**src/rtl/nco_pkg.sv**
```systemverilog
// Shared types and default sizing for the NCO address generator.
// FSM state encoding plus default widths and wave-table read latency.
package nco_pkg;

    localparam int NCO_PHASE_W = 32;
    localparam int NCO_ADDR_W  = 16;
    localparam int NCO_DATA_W  = 16;
    localparam int NCO_RD_LAT  = 1;
    // Wide enough for the largest supported read latency (4).
    localparam int NCO_CNT_W   = 3;

    typedef enum logic [1:0] {
        ST_IDLE = 2'd0,
        ST_WAIT = 2'd1,
        ST_HOLD = 2'd2
    } nco_state_e;

endpackage

```
**src/rtl/nco_amp_scale.sv**
```systemverilog
// Amplitude scaler: o_sample = (i_data * {0,i_amp}) >>> 8, truncated to DATA_W.
// Combinational, no latency; no flow control of its own (the capture edge decides).
// A full-scale amp of 0xFF is 255/256, deliberately just short of unity.
module nco_amp_scale #(
    parameter int DATA_W = 16
) (
    input  logic [DATA_W-1:0] i_data,
    input  logic [7:0]        i_amp,
    output logic [DATA_W-1:0] o_sample
);

    logic signed [DATA_W+8:0] prod;

    assign prod     = $signed(i_data) * $signed({1'b0, i_amp});
    assign o_sample = DATA_W'(prod >>> 8);

endmodule

```
**src/rtl/nco_addr_gen.sv**
```systemverilog
// NCO wave-table address generator: issues phase[MSBs] per tick, captures data RD_LAT+1 edges later.
// Latency: sample valid 1+RD_LAT edges after the issuing tick; optional NCO_AMP_SCALE_EN adds i_amp scaling.
// Backpressure: sample held until i_ready; ticks arriving while busy are dropped and flag o_overrun (sticky).
module nco_addr_gen
    import nco_pkg::*;
#(
    parameter int PHASE_W = NCO_PHASE_W,
    parameter int ADDR_W  = NCO_ADDR_W,
    parameter int DATA_W  = NCO_DATA_W,
    parameter int RD_LAT  = NCO_RD_LAT
) (
    input  logic               i_clk,
    input  logic               i_rst_n,
    input  logic               i_en,
    input  logic               i_tick,
    input  logic [PHASE_W-1:0] i_fcw,
    input  logic               i_phase_rst,
    output logic [ADDR_W-1:0]  o_addr,
    input  logic [DATA_W-1:0]  i_data,
`ifdef NCO_AMP_SCALE_EN
    input  logic [7:0]         i_amp,
`endif
    output logic [DATA_W-1:0]  o_sample,
    output logic               o_valid,
    input  logic               i_ready,
    output logic               o_overrun
);

    localparam logic [NCO_CNT_W-1:0] LAT_LAST = NCO_CNT_W'(RD_LAT);

    nco_state_e             state_q, state_d;
    logic [PHASE_W-1:0]     phase_q, phase_d, phase_base;
    logic [ADDR_W-1:0]      addr_q, addr_d;
    logic [DATA_W-1:0]      sample_q, sample_d;
    logic                   valid_q, valid_d;
    logic                   overrun_q, overrun_d;
    logic [NCO_CNT_W-1:0]   cnt_q, cnt_d;
    logic [DATA_W-1:0]      cap_dat;

`ifdef NCO_AMP_SCALE_EN
    nco_amp_scale #(
        .DATA_W   (DATA_W)
    ) u_amp_scale (
        .i_data   (i_data),
        .i_amp    (i_amp),
        .o_sample (cap_dat)
    );
`else
    assign cap_dat = i_data;
`endif

    always_comb begin
        state_d    = state_q;
        addr_d     = addr_q;
        sample_d   = sample_q;
        valid_d    = valid_q;
        overrun_d  = overrun_q;
        cnt_d      = cnt_q;
        // Phase clear wins over accumulate and applies in every state.
        phase_base = i_phase_rst ? '0 : phase_q;
        phase_d    = phase_base;

        case (state_q)
            ST_IDLE: begin
                if (i_en && i_tick) begin
                    addr_d  = phase_base[PHASE_W-1 -: ADDR_W];
                    phase_d = phase_base + i_fcw;
                    cnt_d   = '0;
                    state_d = ST_WAIT;
                end
            end
            ST_WAIT: begin
                if (i_tick) begin
                    overrun_d = 1'b1;
                end
                if (cnt_q == LAT_LAST) begin
                    sample_d = cap_dat;
                    valid_d  = 1'b1;
                    cnt_d    = '0;
                    state_d  = ST_HOLD;
                end else begin
                    cnt_d = cnt_q + 1'b1;
                end
            end
            ST_HOLD: begin
                // A tick on the handshake edge is still dropped: we are not yet idle.
                if (i_tick) begin
                    overrun_d = 1'b1;
                end
                if (i_ready) begin
                    valid_d = 1'b0;
                    state_d = ST_IDLE;
                end
            end
            default: begin
                state_d = ST_IDLE;
            end
        endcase
    end

    always_ff @(posedge i_clk or negedge i_rst_n) begin
        if (!i_rst_n) begin
            state_q   <= ST_IDLE;
            phase_q   <= '0;
            addr_q    <= '0;
            sample_q  <= '0;
            valid_q   <= 1'b0;
            overrun_q <= 1'b0;
            cnt_q     <= '0;
        end else begin
            state_q   <= state_d;
            phase_q   <= phase_d;
            addr_q    <= addr_d;
            sample_q  <= sample_d;
            valid_q   <= valid_d;
            overrun_q <= overrun_d;
            cnt_q     <= cnt_d;
        end
    end

    assign o_addr    = addr_q;
    assign o_sample  = sample_q;
    assign o_valid   = valid_q;
    assign o_overrun = overrun_q;

endmodule

```
**config.mk**
```make
export PLATFORM = sky130hd
export DESIGN_NAME = nco_addr_gen
export DESIGN_NICKNAME = d
export VERILOG_FILES = /design/src/rtl/nco_pkg.sv /design/src/rtl/nco_amp_scale.sv /design/src/rtl/nco_addr_gen.sv
export SDC_FILE = /design/constraint.sdc
export NUM_CORES = 1
export LEC_CHECK = 0
export ABC_AREA = 1
export CORE_MARGIN = 1.5
export CORE_UTILIZATION = 40
export DETAILED_ROUTE_END_ITERATION = 6
export GPL_TIMING_DRIVEN = 0
export MAX_ROUTING_LAYER = met4
export PLACE_DENSITY = 0.71
export SLEW_MARGIN = 25
export SYNTH_ARGS = -nofsm -noshare
export SYNTH_HDL_FRONTEND = slang
export SYNTH_SLANG_ARGS = --single-unit
```
**constraint.sdc**
```tcl
create_clock -name i_clk -period 1.8 [get_ports i_clk]
set_clock_uncertainty 0.1 [all_clocks]
set_input_delay 0.18 -clock i_clk [delete_from_list [all_inputs] [get_ports i_clk]]
set_output_delay 0.18 -clock i_clk [all_outputs]
set_load 0.005 [all_outputs]
```
==> metrics.md, run 1 <==
| Metric | Value |
|---|---|
| First-pass iteration count of the detailed router | `5` |
| Met2 routed WL | `7.80 mm` |
| Routed wl met3 | `769 µm` |
| Max-cap violations | `0` |
| Mapped Cells | `837` |
| Period utilization | `111%` |
| Internal Dissipation | `5.37 mW` |
| Pwr Total | `8.49 mW` |
| First-pass GRT wire length | `25.0 mm` |
| Clk root buf | `clkbuf_16` |
| Final hold vios | `0` |
| Met1 wire length | `7.40 mm` |
| Seq pwr share | `27.6%` |
| Crit Path Category | `reg -> reg` |
| Leak | `4.19 nW` |
| Synth Warn # | `0` |
| Clock Sinks | `71` |
| Clock Latency Late Sink | `350 ps` |
| Slew HR | `72.3%` |
| DRC errors left | `0` |
| Crit path required time | `1970 ps` |
| Worst-path clk slew | `70 ps` |
| Core area | `13,200 µm²` |
| DPL Wire Length | `11.1 mm` |
| Max Slew Vio Count | `0` |
| Clock Path Buffers | `2` |
| Slowest stage delay, CP | `370 ps` |
| DR vias/cell | `4.83` |
| CP Cell Sequence | `inv_2 -> nor2_4 -> ha_4 -> fa_2 -> nand3_2 -> nand3_4 -> nand3_2 -> nand3_4 -> nand2_2 -> nand2_1 -> nand2_1 -> nand3_1 -> o21ai_1` |
| Cell row count | `42` |
| Worst slew pin tran | `415 ps` |
| Final worst slack | `-191 ps` |
| Syn Area/Cell | `6.51 µm²` |
| CTS Buf Count | `9` |
| Die ar. | `14,300 µm²` |
| Antenna Nets Post-Route | `0` |
| Clock power share | `23.8%` |
| Layout cells sized above 1 | `29.1%` |
| Critical path buffers and inverters | `1` |
| Failing checks | `negative setup slack` |
| I/O Pins | `88` |
| Placed insts | `1,100` |
| Vias in the first global route | `5,250` |
| Area grow syn2layout | `49.2%` |
| Routability cong. | `0.967` |
| Vias | `5,548` |
| Post-synth cell types | `31` |
| Initial Utilization | `41.1%` |
| Mapped Nets | `926` |
| DR top layer | `met4` |
| Endpoint type of the worst setup path | `flip-flop` |
| Die extent in x | `120 µm` |
| HP Class | `in -> reg` |
| Net Sw Frac | `36.8%` |
| RSZ-0062 raised after global routing | `true` |
| Initial antenna violation count | `0` |
| Slowest library cell on the worst path | `dfrtp_1` |
| NumNets Final | `1,056` |
| Cell family with most CP delay | `simple AND/OR/NAND/NOR gates` |
| P_sw | `3.12 mW` |
| # port buffers | `86` |
| Register area share after synthesis | `32.6%` |
| Max Fclk | `502 MHz` |
| Post-synthesis cell area | `5450 µm²` |
| PwrDens | `1040 nW/µm²` |
| Critical path data arrival time | `2160 ps` |
| Crit-path max FO | `4` |
| Iter 0 DRT Violations | `398` |
| Filler-free cell count of the finished design | `1,148` |
| Peak supply drop | `0.476 mV` |
| Final setup viols | `26` |
| Crit start category | `flip-flop` |
| Final WL | `16.5 mm` |
| Seq cells post-synth | `71` |
| Fill count | `1,138` |
| TritonCTS clock tree | `yes` |
| Pin count of the biggest net entering global routing | `47` |
| Combinational group share of total power | `48.6%` |
| Diode count | `0` |
| Total congestion overflow | `0` |
| Total Negative Setup Slacks | `-3070 ps` |
| Chip Height | `120 µm` |
| Outcome | `finished, violations left` |
| Final min period | `1990 ps` |
| Avg WL per Cell | `14.4 µm` |
| CTS H-tree lvls | `3` |
| All-layer global routing usage | `22.8%` |
## cell type report
type                            count  area [µm²]  area share [%]
Sequential cell                    71        1780            21.9
Multi-Input combinational cell    578        3910            48.1
Buffer                             15         115            1.42
Timing Repair Buffer              119        1130            13.9
Tap cell                          176         220            2.71
Inverter                          173         649            7.99
Clock buffer                        9         225            2.77
Clock inverter                      7         100            1.23
## flip-flops by register name (all words and copies together), names as in the netlist
signal,flops
cnt_q,3
o_addr,16
o_overrun,1
o_sample,16
o_valid,1
phase_q,32
state_q,2
## worst reg2reg max path, stage by stage, from the launching register on
cell,delay [ps]
dfrtp_1,370
inv_2,60
nor2_4,40
ha_4,160
fa_2,360
nand3_2,110
nand3_4,110
nand3_2,100
nand3_4,130
nand2_2,100
nand2_1,50
nand2_1,50
nand3_1,100
o21ai_1,90
## cells in the final DEF, fill, tap and decap left out, types with 23 or more instances in the layout
master / n
buf_4: 34
clkdlybuf4s50_1: 85
dfrtp_1: 71
ha_4: 29
inv_1: 150
inv_2: 23
nand2_1: 259
nand2_2: 56
nand3_1: 33
nor2_1: 25
## per-layer routing
| layer | vias to the layer above | GRT usage, % |
|---|---|---|
| met5 | - | - |
| met4 | 0 | 9.38 |
| met3 | 41 | 2.23 |
| met2 | 182 | 37.7 |
| met1 | 2539 | 28.8 |
| li1 | 2786 | - |
## path summary, 6_finish.rpt
check	from	end	slack (ps)	cells after the start
worst max register to register	phase_q[0]$_DFF_PN0_	phase_q[16]$_DFF_PN0_	-190	13
max in group asynchronous	i_rst_n	o_overrun$_DFFE_PN0P_	830	3
min in group asynchronous	i_rst_n	phase_q[11]$_DFF_PN0_	200	2
worst min register to register	o_overrun$_DFFE_PN0P_	o_overrun$_DFFE_PN0P_	360	1
worst max-delay path	phase_q[0]$_DFF_PN0_	phase_q[16]$_DFF_PN0_	-190	13
worst min-delay path	i_phase_rst	phase_q[12]$_DFF_PN0_	60	4
## repair_timing
action | 4_1_cts | 5_1_grt
hold buffers | 1 | 0
setup endpoints to repair | 50 | 50
pin swaps | 28 | 61
buffers inserted | 15 | 16
endpoints found under the hold margin | 25 | 0
resized for setup | 98 | 138
gates cloned | 0 | 0
## metrics by stage
step	worst slack [ps]	utilization (%)	cell area (µm²)	hold slack (ps)
after CTS	-160	56.3	7450	51.7
after global placement	-2190	49.9	6610	338
after global routing	-332	61.4	8130	82.0
after floorplan	-54.5	-	5530	-216
after detailed placement	-569	50.1	6640	39.7
final	-191	61.4	8130	57.3
## synth_stat cells
cell	count	share of area [%]
a21o_1	2	0.28
a21oi_1	21	1.9
and2_1	2	0.23
buf_2	7	0.64
buf_6	1	0.21
clkbuf_1	7	0.48
dfrtp_1	71	33
fa_1	1	0.37
ha_1	34	7.8
inv_1	172	12
inv_2	1	0.069
mux2_2	6	1.2
mux2_4	10	2.8
nand2_1	319	22
nand2_2	9	1.0
nand3_1	46	4.2
nand3_2	4	0.73
nand3_4	1	0.32
nand3b_1	2	0.28
nand4_1	1	0.11
nor2_1	63	4.3
nor2_2	5	0.57
nor3_1	1	0.092
nor3_2	2	0.37
o21ai_0	28	2.6
o21ai_1	6	0.55
o21ai_2	1	0.16
o21bai_1	1	0.14
or2_1	1	0.11
xnor2_1	5	0.80
xor2_1	7	1.1
## power by group through the flow
stage / Clock, mW / Sequential (mW) / Combinational (mW)
after floorplan: 0 / 2.36 / 2.01
after global placement: 0 / 2.33 / 3.19
after detailed placement: 0 / 2.36 / 3.24
after CTS: 2.04 / 2.33 / 3.58
after global routing: 2.12 / 2.40 / 4.50
final: 2.02 / 2.34 / 4.13
## cells by family after synthesis
kind of cell	after synthesis	share of synthesized area [%]
compound gates	59	5.63
xor+xnor	12	1.93
fa+ha+maj	35	8.18
buf+inv	188	13.3
flops	71	32.6
mux	16	4.00
simple gates	456	34.4
Note: power is estimated with default switching activity, not from simulation.
==> inputs of run 2 (changes only) <==
Settings changed: CORE_ASPECT_RATIO set to 1.25.
==> run 2 against run 1 <==
The run still ends with negative setup slack left. Clock power decreased by 12%. Critical path depth stayed put. Clock-buffer cell count stayed put. Critical endpoint is now phase_q[26]$_DFF_PN0_. Largest power group unchanged. Highest routed layer unchanged.
==> metrics.md, run 2 (synthesis results as in run 1) <==
| Metric | Value |
|---|---|
| CP Cell Sequence | `nand2_2 -> inv_1 -> ha_4 -> nand2_2 -> inv_1 -> nand2_1 -> nand2_1 -> inv_1 -> nand2_1 -> a21oi_2 -> nand3_2 -> nand3_2 -> nand2_1 (was inv_2 -> nor2_4 -> ha_4 -> fa_2 -> nand3_2 -> nand3_4 -> nand3_2 -> nand3_4 -> nand2_2 -> nand2_1 -> nand2_1 -> nand3_1 -> o21ai_1)` |
| Initial antenna violation count | `0 (unchanged)` |
| Commonest non-fill, non-tap cells in the layout | `nand2_1, inv_1, clkdlybuf4s50_1 (unchanged)` |
| Max Fclk | `503 MHz (was 502 MHz)` |
| CTS H-tree lvls | `3 (unchanged)` |
| DRC errors left | `0 (unchanged)` |
| Clk root buf | `clkbuf_16 (unchanged)` |
| Avg WL per Cell | `14.0 µm (was 14.4 µm)` |
| P_sw | `3.13 mW (was 3.12 mW)` |
| Largest Register | `phase_q (unchanged)` |
| Seq pwr share | `28.4% (was 27.6%)` |
| Max FFs per register | `32 (unchanged)` |
| Crit path required time | `1950 ps (was 1970 ps)` |
| Slowest stage delay, CP | `370 ps (about the same)` |
| Hold path depth | `4 (unchanged)` |
| First-pass GRT wire length | `24.5 mm (was 25.0 mm)` |
| Worst hold endpoint | `phase_q[12]$_DFF_PN0_ (unchanged)` |
| Cell mode on critical path | `nand2_1` |
| First-pass iteration count of the detailed router | `6 (was 5)` |
| Combinational group share of total power | `50.1% (was 48.6%)` |
| Worst-path clk slew | `70 ps (about the same)` |
| Crit start category | `flip-flop (unchanged)` |
| Cell row count | `47 (was 42)` |
| R2r setup slk | `-190 ps (about the same)` |
| Max-cap violations | `0 (unchanged)` |
| Final Cell Area | `8150 µm² (was 8130 µm²)` |
| PwrDens | `1010 nW/µm² (was 1040 nW/µm²)` |
| HP Class | `in -> reg (unchanged)` |
| DR top layer | `met4 (unchanged)` |
| Final Util | `61.3% (was 61.4%)` |
| Core area | `13,300 µm² (was 13,200 µm²)` |
| Clock power share | `21.5% (was 23.8%)` |
| Area grow syn2layout | `49.6% (was 49.2%)` |
| Most common cell after layout, fill and taps aside | `nand2_1 (unchanged)` |
| Final worst slack | `-187 ps (was -191 ps)` |
| FF-to-FF End | `phase_q[26]$_DFF_PN0_ (was phase_q[16]$_DFF_PN0_)` |
| Clock Path Buffers | `2 (unchanged)` |
| Pin count of the biggest net entering global routing | `49 (was 47)` |
| Vias in the first global route | `5,189 (was 5,250)` |
| Leak | `4.23 nW (was 4.19 nW)` |
| Vias | `5,562 (was 5,548)` |
| Failing checks | `negative setup slack (unchanged)` |
| Peak supply drop | `0.648 mV (was 0.476 mV)` |
| Die ar. | `14,300 µm² (about the same)` |
| Period utilization | `110% (was 111%)` |
| I/O Pins | `88 (unchanged)` |
| Initial Utilization | `41.0% (was 41.1%)` |
| Reg2reg start | `phase_q[17]$_DFF_PN0_ (was phase_q[0]$_DFF_PN0_)` |
| Critical path buffers and inverters | `3 (was 1)` |
| Final min period | `1990 ps (about the same)` |
| Min-delay src | `i_phase_rst (unchanged)` |
| Place WS | `-547 ps (was -569 ps)` |
| RSZ-0062 raised after global routing | `true (unchanged)` |
| Max Slew Vio Count | `0 (unchanged)` |
| DPL Wire Length | `11.2 mm (was 11.1 mm)` |
| CTS Buf Count | `9 (unchanged)` |
| Die extent in x | `107 µm (was 120 µm)` |
| Final WL | `16.0 mm (was 16.5 mm)` |
| Pwr Total | `8.21 mW (was 8.49 mW)` |
| Final hold vios | `0 (unchanged)` |
| Clock Sinks | `71 (unchanged)` |
| Slowest library cell on the worst path | `dfrtp_1 (unchanged)` |
| Critical path data arrival time | `2130 ps (was 2160 ps)` |
| Routed wl met3 | `651 µm (was 769 µm)` |
| Chip Height | `133 µm (was 120 µm)` |
| Outcome | `finished, violations left (unchanged)` |
| Endpoint type of the worst setup path | `flip-flop (unchanged)` |
| Crit Path Category | `reg -> reg (unchanged)` |
| All-layer global routing usage | `22.5% (was 22.8%)` |
| Net Sw Frac | `38.1% (was 36.8%)` |
| Dpl cell area | `6630 µm² (was 6640 µm²)` |
| Met2 routed WL | `7.88 mm (was 7.80 mm)` |
| Layout cells sized above 1 | `29.5% (was 29.1%)` |
| Worst slew pin tran | `378 ps (was 415 ps)` |
| Crit-path max FO | `4 (unchanged)` |
| Clock Latency Late Sink | `350 ps (about the same)` |
| Final Hold Slack | `46.4 ps (was 57.3 ps)` |
| Met1 wire length | `6.81 mm (was 7.40 mm)` |
| # port buffers | `86 (unchanged)` |
| Cell family with most CP delay | `simple AND/OR/NAND/NOR gates (unchanged)` |
| Antenna Nets Post-Route | `0 (unchanged)` |
| Routability cong. | `0.942 (was 0.967)` |
| DR vias/cell | `4.88 (was 4.83)` |
| Fill count | `1,137 (was 1,138)` |
| Internal Dissipation | `5.08 mW (was 5.37 mW)` |
| Total congestion overflow | `0 (unchanged)` |
| Final setup viols | `26 (unchanged)` |
| Register-to-Register Path Depth | `13 (unchanged)` |
| NumNets Final | `1,052 (was 1,056)` |
| Diode count | `0 (unchanged)` |
| Slew HR | `74.8% (was 72.3%)` |
| Iter 0 DRT Violations | `338 (was 398)` |
| TritonCTS clock tree | `yes (unchanged)` |
[run 2: area by class of cell]
class                           count  area (µm²)  area share [%]
Clock inverter                      7        60.1           0.737
Buffer                             15         119            1.46
Multi-Input combinational cell    578        3990            48.9
Tap cell                          171         214            2.62
Timing Repair Buffer              115        1120            13.7
Inverter                          173         652            8.00
Clock buffer                        9         225            2.76
Sequential cell                    71        1780            21.8
[run 2: repair_timing]
item | CTS | global route
hold buffers | 1 | 0
resized for setup | 102 | 150
pin swaps | 36 | 46
setup endpoints to repair | 50 | 49
hold endpoints to repair | 23 | 0
buffers inserted | 14 | 14
[run 2: worst max-delay path by stage]
stage | slack [ps] | depth (start not counted) | endpoint | start
final | -190 | 13 | phase_q[26]$_DFF_PN0_ | phase_q[17]$_DFF_PN0_
after global routing | -300 | 14 | phase_q[24]$_DFF_PN0_ | phase_q[15]$_DFF_PN0_
after CTS | -150 | 12 | phase_q[25]$_DFF_PN0_ | phase_q[8]$_DFF_PN0_
after detailed placement | -550 | 11 | phase_q[28]$_DFF_PN0_ | i_fcw[0]
after global placement | -2170 | 1 | o_sample[13]$_DFFE_PN0P_ | i_rst_n
after floorplan | -50 | 11 | phase_q[14]$_DFF_PN0_ | phase_q[0]$_DFF_PN0_
[run 2: tightest hold or removal path, delay by kind of cell]
kind / cells / cell delay [ps]
buffers and inverters: 1 / 110
AND/OR/NAND/NOR: 2 / 100
AO/OA/AOI/OAI: 1 / 50
[run 2: power groups by stage]
stage	registers, mW	logic (mW)	clock network, mW
after floorplan	2.36	2.01	0
after global placement	2.33	3.19	0
after detailed placement	2.35	3.24	0
after CTS	2.33	3.59	1.78
after global routing	2.39	4.49	1.85
final	2.33	4.11	1.77
[run 2: metrics by stage]
| step | cells | setup TNS, ps |
|---|---|---|
| after floorplan | 837 | -371 |
| after global placement | 1094 | -167110 |
| after detailed placement | 1095 | -13940 |
| after CTS | 1126 | -2770 |
| after global routing | 1139 | -5130 |
| final | 1139 | -2480 |
[run 2: metal layers]
metal | vias up | track usage [%]
met1 | 2569 | 26.9
met2 | 161 | 37.4
li1 | 2789 | -
met3 | 43 | 2.98
met4 | 0 | 10.7
met5 | - | -
==> inputs of run 3 (changes only) <==
Settings changed: ABC_CLOCK_PERIOD_IN_PS set to 1800.
==> results of run 3 <==
The final DEF is identical to that of run 2; final timing and power are the same.
